===== src/rtl/pipe_stage_reg_if.sv =====
`default_nettype none
// ============================================================================
// Module      : pipe_stage_reg_if
// Description : Handshake bundle for one pipeline stage boundary (upstream
//               push side, downstream pop side, flush and occupancy).
// Revision    : 1.0  initial release
// ============================================================================
interface pipe_stage_reg_if #(
    parameter int DATA_W = 111,
    parameter int CTRL_W = 8
);
    logic              flush;
    logic              in_valid;
    logic              in_ready;
    logic [DATA_W-1:0] in_data;
    logic [CTRL_W-1:0] in_ctrl;
    logic              out_valid;
    logic              out_ready;
    logic [DATA_W-1:0] out_data;
    logic [CTRL_W-1:0] out_ctrl;
    logic [1:0]        occupancy;

    // Surrounding pipeline / bench side: drives entries in, accepts them out.
    modport master (
        output flush, in_valid, in_data, in_ctrl, out_ready,
        input  in_ready, out_valid, out_data, out_ctrl, occupancy
    );

    // Stage register side.
    modport slave (
        input  flush, in_valid, in_data, in_ctrl, out_ready,
        output in_ready, out_valid, out_data, out_ctrl, occupancy
    );
endinterface
`default_nettype wire


===== src/rtl/pipe_stage_reg.sv =====
`default_nettype none
// ============================================================================
// Module      : pipe_stage_reg
// Description : Generic valid/ready pipeline stage register with flush and
//               bubble-to-NOP on the control field. Define PIPE_STAGE_SKID_EN
//               for a two-entry skid build with a registered in_ready.
// Revision    : 1.0  initial release
// ============================================================================
module pipe_stage_reg #(
    parameter int                DATA_W   = 111,
    parameter int                CTRL_W   = 8,
    parameter logic [CTRL_W-1:0] CTRL_NOP = {CTRL_W{1'b0}}
) (
    input  wire logic       clk,
    input  wire logic       rst_n,
    pipe_stage_reg_if.slave bus
);

    logic              w_push;
    logic              w_pop;

    logic              r_main_valid;
    logic [DATA_W-1:0] r_main_data;
    logic [CTRL_W-1:0] r_main_ctrl;
    logic              w_main_valid_nxt;
    logic [DATA_W-1:0] w_main_data_nxt;
    logic [CTRL_W-1:0] w_main_ctrl_nxt;

    assign w_push = bus.in_valid & bus.in_ready;
    assign w_pop  = r_main_valid & bus.out_ready;

`ifdef PIPE_STAGE_SKID_EN
    logic              r_skid_valid;
    logic [DATA_W-1:0] r_skid_data;
    logic [CTRL_W-1:0] r_skid_ctrl;
    logic              w_skid_valid_nxt;
    logic [DATA_W-1:0] w_skid_data_nxt;
    logic [CTRL_W-1:0] w_skid_ctrl_nxt;
    logic [1:0]        r_occupancy;
    logic [1:0]        w_occupancy_nxt;

    // Ready depends only on the skid flop, so out_ready never reaches in_ready.
    assign bus.in_ready = ~r_skid_valid;

    always_comb begin
        w_main_valid_nxt = r_main_valid;
        w_main_data_nxt  = r_main_data;
        w_main_ctrl_nxt  = r_main_ctrl;
        w_skid_valid_nxt = r_skid_valid;
        w_skid_data_nxt  = r_skid_data;
        w_skid_ctrl_nxt  = r_skid_ctrl;
        if (bus.flush) begin
            w_main_valid_nxt = 1'b0;
            w_main_ctrl_nxt  = CTRL_NOP;
            w_skid_valid_nxt = 1'b0;
            w_skid_ctrl_nxt  = CTRL_NOP;
        end else if (r_skid_valid) begin
            // in_ready is low here, so the only possible event is a pop.
            if (w_pop) begin
                w_main_valid_nxt = 1'b1;
                w_main_data_nxt  = r_skid_data;
                w_main_ctrl_nxt  = r_skid_ctrl;
                w_skid_valid_nxt = 1'b0;
                w_skid_ctrl_nxt  = CTRL_NOP;
            end
        end else if (w_push) begin
            if (!r_main_valid || w_pop) begin
                w_main_valid_nxt = 1'b1;
                w_main_data_nxt  = bus.in_data;
                w_main_ctrl_nxt  = bus.in_ctrl;
            end else begin
                w_skid_valid_nxt = 1'b1;
                w_skid_data_nxt  = bus.in_data;
                w_skid_ctrl_nxt  = bus.in_ctrl;
            end
        end else if (w_pop) begin
            w_main_valid_nxt = 1'b0;
            w_main_ctrl_nxt  = CTRL_NOP;
        end
    end

    assign w_occupancy_nxt = {1'b0, w_main_valid_nxt} + {1'b0, w_skid_valid_nxt};

    always_ff @(posedge clk or negedge rst_n) begin
        if (!rst_n) begin
            r_skid_valid <= 1'b0;
            r_skid_data  <= '0;
            r_skid_ctrl  <= CTRL_NOP;
            r_occupancy  <= 2'd0;
        end else begin
            r_skid_valid <= w_skid_valid_nxt;
            r_skid_data  <= w_skid_data_nxt;
            r_skid_ctrl  <= w_skid_ctrl_nxt;
            r_occupancy  <= w_occupancy_nxt;
        end
    end

    assign bus.occupancy = r_occupancy;
`else
    // Single entry: accept whenever the held entry is absent or leaving now.
    assign bus.in_ready = ~r_main_valid | bus.out_ready;

    always_comb begin
        w_main_valid_nxt = r_main_valid;
        w_main_data_nxt  = r_main_data;
        w_main_ctrl_nxt  = r_main_ctrl;
        if (bus.flush) begin
            w_main_valid_nxt = 1'b0;
            w_main_ctrl_nxt  = CTRL_NOP;
        end else if (w_push) begin
            w_main_valid_nxt = 1'b1;
            w_main_data_nxt  = bus.in_data;
            w_main_ctrl_nxt  = bus.in_ctrl;
        end else if (w_pop) begin
            w_main_valid_nxt = 1'b0;
            w_main_ctrl_nxt  = CTRL_NOP;
        end
    end

    assign bus.occupancy = {1'b0, r_main_valid};
`endif

    always_ff @(posedge clk or negedge rst_n) begin
        if (!rst_n) begin
            r_main_valid <= 1'b0;
            r_main_data  <= '0;
            r_main_ctrl  <= CTRL_NOP;
        end else begin
            r_main_valid <= w_main_valid_nxt;
            r_main_data  <= w_main_data_nxt;
            r_main_ctrl  <= w_main_ctrl_nxt;
        end
    end

    assign bus.out_valid = r_main_valid;
    assign bus.out_data  = r_main_data;
    assign bus.out_ctrl  = r_main_ctrl;

endmodule
`default_nettype wire


===== src/flat_wrapper.sv =====
// flat-port wrapper written by rule: the top's interface ports become plain ports
module pipe_stage_reg_flat 
#(
    parameter int                DATA_W   = 111,
    parameter int                CTRL_W   = 8,
    parameter logic [CTRL_W-1:0] CTRL_NOP = {CTRL_W{1'b0}}
)
  (clk, rst_n, bus_flush, bus_in_valid, bus_in_data, bus_in_ctrl, bus_out_ready, bus_in_ready, bus_out_valid, bus_out_data, bus_out_ctrl, bus_occupancy);
  pipe_stage_reg_if #(.DATA_W(DATA_W), .CTRL_W(CTRL_W)) bus_i ();
  input  wire logic clk;
  input  wire logic rst_n;
  input wire logic [$bits(bus_i.flush)-1:0] bus_flush;
  input wire logic [$bits(bus_i.in_valid)-1:0] bus_in_valid;
  input wire logic [$bits(bus_i.in_data)-1:0] bus_in_data;
  input wire logic [$bits(bus_i.in_ctrl)-1:0] bus_in_ctrl;
  input wire logic [$bits(bus_i.out_ready)-1:0] bus_out_ready;
  output wire logic [$bits(bus_i.in_ready)-1:0] bus_in_ready;
  output wire logic [$bits(bus_i.out_valid)-1:0] bus_out_valid;
  output wire logic [$bits(bus_i.out_data)-1:0] bus_out_data;
  output wire logic [$bits(bus_i.out_ctrl)-1:0] bus_out_ctrl;
  output wire logic [$bits(bus_i.occupancy)-1:0] bus_occupancy;
  assign bus_i.flush = bus_flush;
  assign bus_i.in_valid = bus_in_valid;
  assign bus_i.in_data = bus_in_data;
  assign bus_i.in_ctrl = bus_in_ctrl;
  assign bus_i.out_ready = bus_out_ready;
  assign bus_in_ready = bus_i.in_ready;
  assign bus_out_valid = bus_i.out_valid;
  assign bus_out_data = bus_i.out_data;
  assign bus_out_ctrl = bus_i.out_ctrl;
  assign bus_occupancy = bus_i.occupancy;
  pipe_stage_reg #(.DATA_W(DATA_W), .CTRL_W(CTRL_W), .CTRL_NOP(CTRL_NOP)) u_core (.clk(clk), .rst_n(rst_n), .bus(bus_i));
endmodule

===== config.mk =====
export PLATFORM = sky130hd
export DESIGN_NAME = pipe_stage_reg_flat
export DESIGN_NICKNAME = d
export VERILOG_FILES = /design/src/rtl/pipe_stage_reg_if.sv /design/src/rtl/pipe_stage_reg.sv /design/src/flat_wrapper.sv
export SDC_FILE = /design/constraint.sdc
export NUM_CORES = 1
export LEC_CHECK = 0
export CORE_AREA = 10 10 127 158
export DETAILED_ROUTE_END_ITERATION = 10
export DIE_AREA = 0 0 137 168
export GPL_ROUTABILITY_DRIVEN = 0
export HOLD_SLACK_MARGIN = 0.05
export PLACE_DENSITY = 0.61
export SLEW_MARGIN = 10
export SYNTH_ARGS = -nofsm -noshare
export SYNTH_HDL_FRONTEND = slang
export SYNTH_SLANG_ARGS = --single-unit

===== constraint.sdc =====
create_clock -name clk -period 2.24 [get_ports clk]
set_clock_uncertainty 0.05 [all_clocks]
set_input_delay 0.224 -clock clk [delete_from_list [all_inputs] [get_ports clk]]
set_output_delay 0.224 -clock clk [all_outputs]
set_load 0.005 [all_outputs]

==> metrics.md <==
| Metric | Value |
|---|---|
| Global-route wire length before repair | `22,940 µm` |
| CP startpoint kind | `flop` |
| Drt first-iter violations | `109` |
| Die Wd | `137 µm` |
| Period utilization | `0.8533` |
| Distinct cells, synth | `16` |
| Nets | `658` |
| Critical path endpoint category | `primary output` |
| Vias in the first global route | `3,851` |
| Worst slew pin tran | `0.5985 ns` |
| Seq cells post-synth | `120` |
| Detailed-route DRC error count | `0` |
| Detailed Place HPWL | `11,490 µm` |
| RSZ-0062 raised after global routing | `false` |
| Top-count cell post-synth | `dfrtp_1` |
| Status | `complete, no violations` |
| Post-CTS Setup Inserts | `0` |
| Final Non-Filler Cells | `771` |
| Min Tclk post-route | `1.911 ns` |
| Final worst setup slack | `0.3287 ns` |
| Max Cap Viol | `0` |
| CTS tree | `built` |
| Die area | `23,020 µm²` |
| Share of cells above drive strength 1 | `0.2888` |
| Crit-path cells | `nor2b_4 -> clkinv_1 -> clkdlybuf4s50_1` |
| Core area | `17,160 µm²` |
| Synth warn | `0` |
| Total CTS buffers | `17` |
| GRT Resource Usage Total | `0.1301` |
| Synth Instances | `272` |
| Worst path max stage delay | `0.46 ns` |
| Die Ht | `168 µm` |
| Root buffer cell | `clkbuf_16` |
| Sequential element share of the synthesized area | `0.6000` |
| TritonRoute pass-1 iters | `4` |
| Hold crit path type | `input port to async pin` |
| GRT overflow | `0` |
| CP arrival | `1.64 ns` |
| Worst path slowest cell | `clkdlybuf4s50_1` |
| Mean area per synthesized cell | `18.40 µm²` |
| # fillers | `1,534` |
| Yosys top cell by area | `dfrtp_1` |
| Ports | `247` |
| Area growth, synth to finish | `65.35%` |
| Top_reg_cell synth | `dfrtp_1` |
| Post-Syn Nets | `396` |
| Post-Place Worst Slack | `0.1333 ns` |
| Drt wl/cell | `19.28 µm` |
| Maximum vdd drop | `0.0003791 V` |
| Post-synth EDFFs | `0` |
| Initial core utilization | `0.2916` |
| Fmax achieved | `523.2 MHz` |
| Synth top area cells | `dfrtp_1 (60%), mux2_4 (27%), mux2_2 (4.7%)` |
| H-tree depth | `4` |
| Clock Latency Late Sink | `0.40 ns` |
| Worst-path clk slew | `0.06 ns` |
| Slew HR | `0.5896` |
| Largest net degree at the start of global routing | `64` |
| Aggregate routed wire length | `14,860 µm` |
| Post-synth ARST share | `1.000` |
| Port bufs | `245` |
| Vias after detailed routing | `3,313` |
| Max Slew Vio Count | `0` |
| Setup TNS | `0 ns` |
| Pleak | `0.003555 µW` |
| Worst EP required | `1.97 ns` |
| Post-synth top area share | `0.6000` |
| N_diodes | `0` |
| Via-to-Cell Ratio | `4.297` |
| Initial antenna violation count | `0` |
| FP Rows | `54` |
| CP Max Fanout | `5` |
| Final setup violation count | `0` |
| Synthesized cell area | `5005 µm²` |
| Pwr dens | `883.1 nW/µm²` |
| Crit Path Class | `flop to primary output` |
| Top cells by count, synth | `dfrtp_1 (120), mux2_4 (90), mux2_2 (21)` |
| Post-DRT Antenna Nets | `0` |
| Endpoints failing hold | `0` |
| Sink Count | `120` |
| CTS max path bufs | `2` |
| Placed Cells | `738` |
[report_power, final]
group / leakage (µW) / switching (µW) / internal (µW)
sequential: 0.00143 / 200 / 2520
combinational: 0.00183 / 488 / 1240
clock: 0.000296 / 965 / 1890
[critical path: cells and delay by family (launching register included)]
kind	cells	cell delay, ns
flip-flops	1	0.43
AND/OR/NAND/NOR	1	0.24
buffers and inverters	2	0.56
[path summary, 6_finish.rpt]
| path | end | slack, ns | from | cells after the start |
|---|---|---|---|---|
| setup / recovery | bus_in_ready | 0.33 | u_core.bus.out_valid | 3 |
| hold / removal | u_core.bus.out_data[100] | 0.33 | rst_n | 2 |
| setup reg to reg | u_core.bus.out_data[14] | 0.41 | u_core.bus.out_valid | 4 |
| hold reg to reg | u_core.bus.out_data[13] | 0.45 | u_core.bus.out_data[13] | 1 |
| max in group asynchronous | u_core.bus.out_data[109] | 1.08 | rst_n | 3 |
| min in group clk | u_core.bus.out_data[47] | 0.38 | bus_in_data[47] | 2 |
[state kept, by name, summed over array words and instances, names as in the netlist]
| register | cells |
|---|---|
| u_core.bus.out_valid | 1 |
| u_core.bus.out_data | 111 |
| u_core.bus.out_ctrl | 8 |
[cell type report]
cell class	count	area (µm²)	area share
clock buffer	20	446.7	0.05398
clock inverter	12	175.2	0.02117
inverter	1	3.754	0.0004536
multi-input combinational	135	1759	0.2126
sequential	120	3003	0.3629
tap	224	280.3	0.03387
timing repair buffer	259	2608	0.3151
[cell families after synthesis]
family	count (synthesis)	synth area share
DFF	120	0.6000
muxes	113	0.3213
buffers and inverters	17	0.04850
and+or+nand+nor	12	0.01450
AOI/OAI and AO/OA	9	0.01500
other	1	0.0007493
[layer usage]
layer,routed length [µm],vias to the layer above,GRT usage
met4,232,0,0.04729
met1,5780,1649,0.1459
met3,1405,21,0.05688
met5,0,-,0
li1,-,1487,-
met2,7443,156,0.2132
[layout by cell type (no fill, tap or decap), drive strengths merged]
master	n
mux2	111
nor2b	1
buf	14
clkinvlp	3
mux2i	2
clkdlybuf4s50	244
nor2	9
a21oi	1
conb	1
nor3b	1
bufinv	4
a32oi	8
or2	1
clkinv	6
dlygate4sd3	1
clkbuf	20
dfrtp	120
[through the flow]
stage | total power, µW | hold WS (ns) | util | area, µm²
detailed placement | 4516 | 0.2206 | 0.4454 | 7644
CTS | 7440 | 0.3372 | 0.4822 | 8275
global placement | 4487 | 0.2107 | 0.4454 | 7644
global route | 7682 | 0.3596 | 0.4822 | 8275
floorplan | 3381 | -0.1216 | - | 5005
finish | 7308 | 0.3312 | 0.4822 | 8275
[timing repair]
action,in CTS,in global routing
endpoints found under the hold margin,40,0
gates resized for setup,0,0
hold buffers,1,0
Note: power is estimated with default switching activity, not from simulation.
